File: src/rtl/ds_sinc3_decimator.sv
// Third-order CIC (sinc3) decimator turning a 1-bit delta-sigma stream back
// into unsigned PCM samples at 1/R of the bit rate (R = 2**DEC_LOG2).
// All integrator/comb arithmetic wraps modulo 2**OUT_BITS by design; the
// wrap cancels in the comb section, so nothing here may saturate.
// The result sits in a one-entry valid/ready holding register. If a new
// result arrives while the previous one is still unconsumed, the new one
// overwrites it and the sticky overrun flag is set.
module ds_sinc3_decimator #(
    parameter int DEC_LOG2 = 5,
    parameter int OUT_BITS = 3 * DEC_LOG2 + 1
) (
    input  logic                clk,
    input  logic                reset,
    input  logic                bit_in,
    input  logic                bit_valid,
    output logic [OUT_BITS-1:0] sample,
    output logic                sample_valid,
    input  logic                sample_ready,
    output logic                overrun,
    input  logic                overrun_clear
);

    localparam logic [DEC_LOG2-1:0] CNT_LAST = '1;

    logic [DEC_LOG2-1:0] cnt;
    logic [OUT_BITS-1:0] i1, i2, i3;
    logic [OUT_BITS-1:0] d1, d2, d3;
    logic [OUT_BITS-1:0] c1, c2, c3;
    logic [OUT_BITS-1:0] bit_ext;
    logic                dec_evt;

    assign bit_ext = {{(OUT_BITS-1){1'b0}}, bit_in};

    // Decimation happens on the beat that carries the R-th bit of a frame.
    assign dec_evt = bit_valid && (cnt == CNT_LAST);

    // Comb chain works on i3 as it stood before this edge's integrator update.
    always_comb begin
        c1 = i3 - d1;
        c2 = c1 - d2;
        c3 = c2 - d3;
    end

    // Integrators and beat counter advance only on consumed bits.
    always_ff @(posedge clk) begin
        if (reset) begin
            i1  <= '0;
            i2  <= '0;
            i3  <= '0;
            cnt <= '0;
        end else if (bit_valid) begin
            i1  <= i1 + bit_ext;
            i2  <= i2 + i1;
            i3  <= i3 + i2;
            cnt <= cnt + 1'b1;
        end
    end

    // Comb delay registers capture their inputs once per decimated output.
    always_ff @(posedge clk) begin
        if (reset) begin
            d1 <= '0;
            d2 <= '0;
            d3 <= '0;
        end else if (dec_evt) begin
            d1 <= i3;
            d2 <= c1;
            d3 <= c2;
        end
    end

    // Output holding register with valid/ready handshake and sticky overrun.
    always_ff @(posedge clk) begin
        if (reset) begin
            sample       <= '0;
            sample_valid <= 1'b0;
            overrun      <= 1'b0;
        end else begin
            if (dec_evt) begin
                sample       <= c3;
                sample_valid <= 1'b1;
            end else if (sample_valid && sample_ready) begin
                sample_valid <= 1'b0;
            end

            if (dec_evt && sample_valid && !sample_ready) begin
                overrun <= 1'b1;
            end else if (overrun_clear) begin
                overrun <= 1'b0;
            end
        end
    end

endmodule
File: config.mk
export PLATFORM = sky130hd
export DESIGN_NAME = ds_sinc3_decimator
export DESIGN_NICKNAME = d
export VERILOG_FILES = /design/src/rtl/ds_sinc3_decimator.sv
export SDC_FILE = /design/constraint.sdc
export NUM_CORES = 1
export LEC_CHECK = 0
export CAP_MARGIN = 20
export CORE_AREA = 2 2 118 120
export CTS_CLUSTER_SIZE = 25
export DETAILED_ROUTE_END_ITERATION = 10
export DIE_AREA = 0 0 120 122
export PLACE_DENSITY = 0.77
export SETUP_SLACK_MARGIN = 0.4
export SYNTH_ARGS = -nofsm -noshare
export SYNTH_HDL_FRONTEND = slang
export SYNTH_SLANG_ARGS = --single-unit
export TNS_END_PERCENT = 30
File: constraint.sdc
create_clock -name clk -period 8.3 [get_ports clk]
set_input_delay 0.83 -clock clk [delete_from_list [all_inputs] [get_ports clk]]
set_output_delay 0.83 -clock clk [all_outputs]
set_load 0.02 [all_outputs]
==> metrics.yaml, run 1 <==
swShare_pct: 27.4
worst_slew_pin_slew_ns: 0.937
p_leak_nw: 3.58
fin_crit_ns: 5.06
grt_max_degree: 71
seq_area_frac_synth_pct: 30.3
overflow: 0
htree_levels: 4
hold_ws_ns: 0.449
grt_pass1_vias: 6253
routedWlPerCell_um: 13.5
vias: 6685
antenna_found_initial: 0
grt_pass1_wl_um: 27400
cts_resized: 0
nFillCells: 1158
avgSynthCellArea_um2: 7.92
finalHoldViolations: 0
fin_area_um2: 8790
cts_setup_buffers: 0
yosysTopAreaCell: "dfxtp_1"
antenna_cells: 0
fp.dieH_um: 122
routed_wl_um: 16100
drc: 0
powerDensity_nw_per_um2: 186
synth_cells: 994
fmax_mhz: 198
place.gp.congestion: 0.874
crit_required_ns: 8.67
cts_made_buffers: 17
synth_nets: 1084
io_pins: 24
p_clk_share_pct: 44.1
syn_area_um2: 7870
slew_viol_final: 0
die_area_um2: 14600
via_per_inst: 5.60
wl_met2_um: 8050
p_int_mw: 1.19
status: "finished clean"
tns_ns: 0
root_buffer: "clkbuf_16"
synth_top_flop_cell: "dfxtp_1"
area_growth_pct: 11.7
synthArstFlopShare_pct: 0
path_class: "reg -> reg"
r2r_cells: 24
top_layer_used: "met4"
cts_sinks: 119
whs_path_depth: 2
wl_met3_um: 658
core_um2: 13500
path_max_fanout: 5
firstDrtPassIters: 6
max-cap-violations: 0
clock_latency_ns: 0.42
synth_top_area_share_pct: 30.3
rows: 43
r2r_setup_slack_ns: 3.24
netSwitchingPower_mw: 0.447
fin_skew_ns: 0.00753
holdBufCountCts: 0
synth_edf_count: 0
numPortBuffers: 23
dp.final_hpwl_um: 10800
rsz0062_at_grt: "false"
slew_headroom_pct: 37.0
r2r_end: "sample[15]"
min_to: "sample[3]"
initial_utilization_pct: 58.3
placed_area_um2: 8220
end_kind: "flip-flop"
seq_power_share_pct: 35.4
clkTransAtPathRegs_ns: 0.05
cts_tree: "yes"
first_iter_violations: 423
period_share_pct: 60.9
start_kind: "flip-flop"
detail-route-antenna-nets: 0
synth_cell_types: 56
final_nets: 1094
drive_gt1_share_pct: 4.64
yosys_warnings: 0
rr_startpoint: "i3[0]"
grtUsageTotal_pct: 22.7
arrival_ns: 5.42
instances_no_fill: 1194
ys_seq_elements: 119
pwr-share-comb_pct: 20.5
ir_worst_vdd_v: 0.000121
dp_cells: 1165
hp-start: "sample[3]"
synthTopCellsByArea: "dfxtp_1 30%, ha_1 13%, nand2_1 6.6%"
die_w_um: 120
clock_path_buffers: 2
min_path_type: "reg -> reg"
wl_met1_um: 7150
setup_viol: 0
==> layout make-up <==
type	count	area [um2]	share of cell area, %
timing repair buffer	27	253	2.87
clock buffer	26	509	5.79
tap	180	225	2.56
multi-input combinational	761	5070	57.6
sequential	119	2380	27.1
clock inverter	3	65.1	0.740
inverter	78	293	3.33
==> synth_stat cells, drive strengths merged (6+ instances only) <==
master  instances
a21oi          90
ha             79
clkbuf         25
inv            77
or3             9
nand2         139
nor3           15
and3           12
a21o           20
o21a           12
dfxtp         119
xnor2          33
a21boi          8
nor2           92
a211oi         16
nand3          18
nand2b          8
buf            11
mux2i          16
nand4b          6
a31oi          16
nor2b          12
o211ai         13
o21ai          42
o21bai          8
xor2           28
==> state kept, by name (all words and copies together), names as in the netlist <==
name / cells
i3: 16
d3: 16
i2: 16
sample: 16
sample_valid: 1
d1: 16
i1: 16
cnt: 5
d2: 16
overrun: 1
==> cell families after synthesis <==
logic type | synth area share, %
simple gates | 19.2
buf+inv | 5.44
xor+xnor | 6.79
flops | 30.3
compound gates | 22.1
fa+ha+maj | 13.8
mux | 2.42
==> how the worst max path moves through the flow <==
stage	cells after the start	endpoint	from
after floorplan	24	sample[15]	i3[0]
after global placement	24	sample[15]	i3[0]
after detailed placement	24	sample[15]	i3[0]
after CTS	24	sample[15]	i3[0]
after global routing	23	sample[15]	d1[2]
final	24	sample[15]	i3[0]
==> power by group through the flow <==
stage	clock (mW)	combinational, mW	sequential, mW
floorplan	0	0.263	0.590
global placement	0	0.317	0.590
detailed placement	0	0.321	0.591
CTS	0.729	0.329	0.579
global route	0.757	0.370	0.579
finish	0.720	0.335	0.579
==> worst max-delay path: stages, from the launching register on <==
cell      delay (ns)
dfxtp_1         0.34
inv_1           0.07
ha_1            0.15
inv_1           0.05
fa_1            0.39
a21o_1          0.17
a21oi_1         0.27
o211ai_1        0.16
a31oi_1         0.24
o21bai_1        0.10
xor2_1          0.16
ha_1            0.31
and3_1          0.20
a31oi_1         0.16
o21ai_0         0.14
a21oi_1         0.30
o21ai_0         0.17
xnor2_1         0.19
ha_1            0.31
a21oi_1         0.13
o21ai_0         0.09
a21o_1          0.19
or3_1           0.33
a211o_1         0.30
nand3_1         0.06
==> metrics by stage <==
step                      setup WS (ns)  utilization (%)  total power, mW
after floorplan                    3.77                -            0.852
after global placement             3.47             60.9            0.907
after detailed placement           3.35             60.9            0.912
after CTS                          3.27             65.1             1.64
after global routing               2.83             65.1             1.71
final                              3.24             65.1             1.63
==> metal layers <==
metal	up-vias	global-route usage, %
met5	-	0
met4	0	9.34
met3	33	5.06
met2	150	40.3
met1	3000	26.6
li1	3502	-
==> cell usage in the layout (no fill, tap or decap), drive strengths merged, types with 8 or more instances in the layout <==
master / count
nor3: 15
or3: 9
nor2: 92
a21boi: 8
nand2b: 8
o21a: 12
o21ai: 42
clkbuf: 26
mux2i: 16
nand3: 18
a211oi: 16
nand2: 139
o21bai: 8
xnor2: 33
ha: 79
inv: 77
o211ai: 13
a31oi: 16
nor2b: 12
clkdlybuf4s50: 21
and3: 12
xor2: 28
a21oi: 90
dfxtp: 119
a21o: 20
Note: power is estimated with default switching activity, not from simulation.
==> run 2, diff against run 1 <==
--- a/config.mk
+++ b/config.mk
@@ -6,10 +6,10 @@
 export NUM_CORES = 1
 export LEC_CHECK = 0
 export CAP_MARGIN = 20
-export CORE_AREA = 2 2 118 120
+export CORE_AREA = 2 2 121 123
 export CTS_CLUSTER_SIZE = 25
 export DETAILED_ROUTE_END_ITERATION = 10
-export DIE_AREA = 0 0 120 122
+export DIE_AREA = 0 0 123 125
 export PLACE_DENSITY = 0.77
 export SETUP_SLACK_MARGIN = 0.4
 export SYNTH_ARGS = -nofsm -noshare
==> constraint.sdc (replaced) <==
create_clock -name clk -period 4.6 [get_ports clk]
set_input_delay 0.46 -clock clk [delete_from_list [all_inputs] [get_ports clk]]
set_output_delay 0.46 -clock clk [all_outputs]
set_load 0.02 [all_outputs]
==> run 2 against run 1 <==
Compared with the run above:
- the run now ends with negative setup slack left
- sequential cell count did not move
- maximum frequency rose by 8.1%
- clock power rose by 78%
- combinational power rose by 150%
- global-route usage fell by 0.67 points
- sequential share of layout area fell by 1.4 points
- cell count rose by 2.6%
- total power rose by 93%
- clock-buffer cell count fell by 3
- worst hold slack got worse by 0.089 ns
- first-iteration DRC count fell by 16%
- highest routed layer unchanged
==> metrics.yaml, run 2 (synthesis results as in run 1) <==
rsz0062_at_grt: "true"
regArea_um2: 2380  # +0.11%
die_w_um: 123  # +2.5%
setup_viol: 1  # +1
hold_ws_ns: 0.361  # -0.0886 ns
dp.final_hpwl_um: 11400  # +5.1%
die_area_um2: 15400  # +5.0%
arrival_ns: 5.05  # -0.37 ns
layout_common_cells: "138 x nand2_1, 117 x dfxtp_1, 90 x nor2_1"
fmax_mhz: 214  # +8.1%
antenna_cells: 0  # unchanged
status: "finished with violations"
path_max_fanout: 3  # -2
core_um2: 14200  # +5.2%
numPortBuffers: 23  # unchanged
initial_utilization_pct: 55.4  # -2.9 points
start_kind: "flip-flop"
finalHoldViolations: 0  # unchanged
antenna_found_initial: 0  # unchanged
routed_wl_um: 17100  # +5.9%
max-cap-violations: 0  # unchanged
worst_slew_pin_slew_ns: 1.05  # +0.114 ns
firstDrtPassIters: 5  # -1
min_path_type: "in -> reg"
drc: 0  # unchanged
area_growth_pct: 17.7
fin_crit_ns: 4.68  # -0.377 ns
end_kind: "flip-flop"
clock_latency_ns: 0.43  # about the same
via_per_inst: 5.56  # -0.68%
cts_tree: "yes"
period_share_pct: 102  # +41 points
rows: 44  # +2.3%
root_buffer: "clkbuf_16"
grtUsageTotal_pct: 22.1  # -0.67 points
vias: 6812  # +1.9%
powerDensity_nw_per_um2: 340  # +83%
final_common_cell: "nand2_1"
slew_headroom_pct: 29.9  # -7.1 points
ir_worst_vdd_v: 0.000270  # +120%
violations: "negative setup slack"
multiInputGateArea_um2: 5350  # +5.6%
fin_skew_ns: 0.00800  # +0.000466 ns
instances_no_fill: 1225  # +2.6%
nFillCells: 1198  # +3.5%
routedWlPerCell_um: 13.9  # +3.2%
cts_sinks: 119  # unchanged
io_pins: 24  # unchanged
fp.dieH_um: 125  # +2.5%
p_total_mw: 3.15  # +93%
clock_path_buffers: 2  # unchanged
first_iter_violations: 355  # -16%
slew_viol_final: 0  # unchanged
path_class: "reg -> reg"
grt_pass1_vias: 6323  # +1.1%
p_leak_nw: 3.76  # +5.0%
overflow: 0  # unchanged
place.gp.congestion: 0.891  # +2.0%
drive_gt1_share_pct: 12.0  # +7.4 points
crit_required_ns: 4.97  # -3.70 ns
grt_max_degree: 101  # +42%
htree_levels: 4  # unchanged
dp_cells: 1180  # +1.3%
placed_area_um2: 8320  # +1.2%
detail-route-antenna-nets: 0  # unchanged
cts_made_buffers: 17  # unchanged
final_nets: 1118  # +2.2%
setup_ws_ns: -0.0782  # -3.32 ns
fin_area_um2: 9270  # +5.4%
clkTransAtPathRegs_ns: 0.05  # about the same
grt_pass1_wl_um: 28000  # +2.1%
## run 2: changes by cell type in the layout (fill, tap and decap cells not counted), sizes merged
cell	change
clkbuf	-3
clkinvlp	+1
buf	+24
bufinv	-1
clkinv	+6
## run 2: final cells by class
cell class	instances	area share (%)
Clock buffer	23	5.37
Clock inverter	9	0.783
Timing Repair Buffer	51	4.71
Sequential cell	119	25.7
Inverter	78	3.16
Multi-Input combinational cell	761	57.8
Tap cell	184	2.48
## run 2: power by group
group / leakage [nW] / switching (mW) / internal, mW
combinational: 2.51 / 0.449 / 0.383
clock: 0.288 / 0.470 / 0.805
sequential: 0.960 / 0.00573 / 1.04
total: 3.76 / 0.924 / 2.23
## run 2: final timing paths
path             start         end  slack (ns)  depth (start not counted)
max reg2reg      i3[0]  sample[15]       -0.08                         24
min reg2reg  sample[3]   sample[3]        0.45                          2
min              reset  sample[10]        0.36                          2
max              i3[0]  sample[15]       -0.08                         24
## run 2: stage by stage
| step | TNS [ns] | utilization (%) | setup WS [ns] |
|---|---|---|---|
| 2_1_floorplan | 0 | - | 0.290 |
| 3_3_place_gp | 0 | 58.6 | 0.0906 |
| 3_5_place_dp | -0.00530 | 58.6 | -0.00530 |
| 4_1_cts | 0 | 63.1 | 0.0479 |
| 5_1_grt | -0.337 | 65.2 | -0.337 |
| 6_report | -0.0782 | 65.2 | -0.0782 |
## run 2: worst max-delay path: stages (launching register included)
cell	delay, ns
dfxtp_2	0.32
inv_2	0.06
ha_4	0.12
inv_2	0.03
fa_2	0.35
a21o_1	0.20
a21oi_2	0.19
o211ai_1	0.15
a31oi_1	0.26
o21bai_1	0.12
xor2_1	0.18
ha_1	0.36
and3_4	0.23
a31oi_4	0.14
o21ai_2	0.09
a21oi_2	0.12
o21ai_1	0.09
xnor2_1	0.22
ha_1	0.30
a21oi_2	0.14
o21ai_1	0.08
a21o_1	0.16
or3_1	0.38
a211o_1	0.26
nand3_1	0.06
## run 2: layer usage
| layer | share of wire [%] | routed length, um | track usage (%) | vias up |
|---|---|---|---|---|
| met5 | 0 | 0 | 0 | - |
| met4 | 1.1 | 194 | 7.09 | 0 |
| met3 | 2.8 | 472 | 4.97 | 17 |
| met2 | 50 | 8570 | 39.5 | 79 |
| met1 | 46 | 7820 | 25.8 | 3163 |
| li1 | - | - | - | 3553 |
## run 2: timing repair
item                       in CTS  in global routing
hold buffers                    0                  0
setup endpoints to repair       7                  9
buffers inserted                8                  5
pin swaps                       9                 35
cloned                          0                  0
hold endpoints to repair        0                  0
resized for setup               7                 56
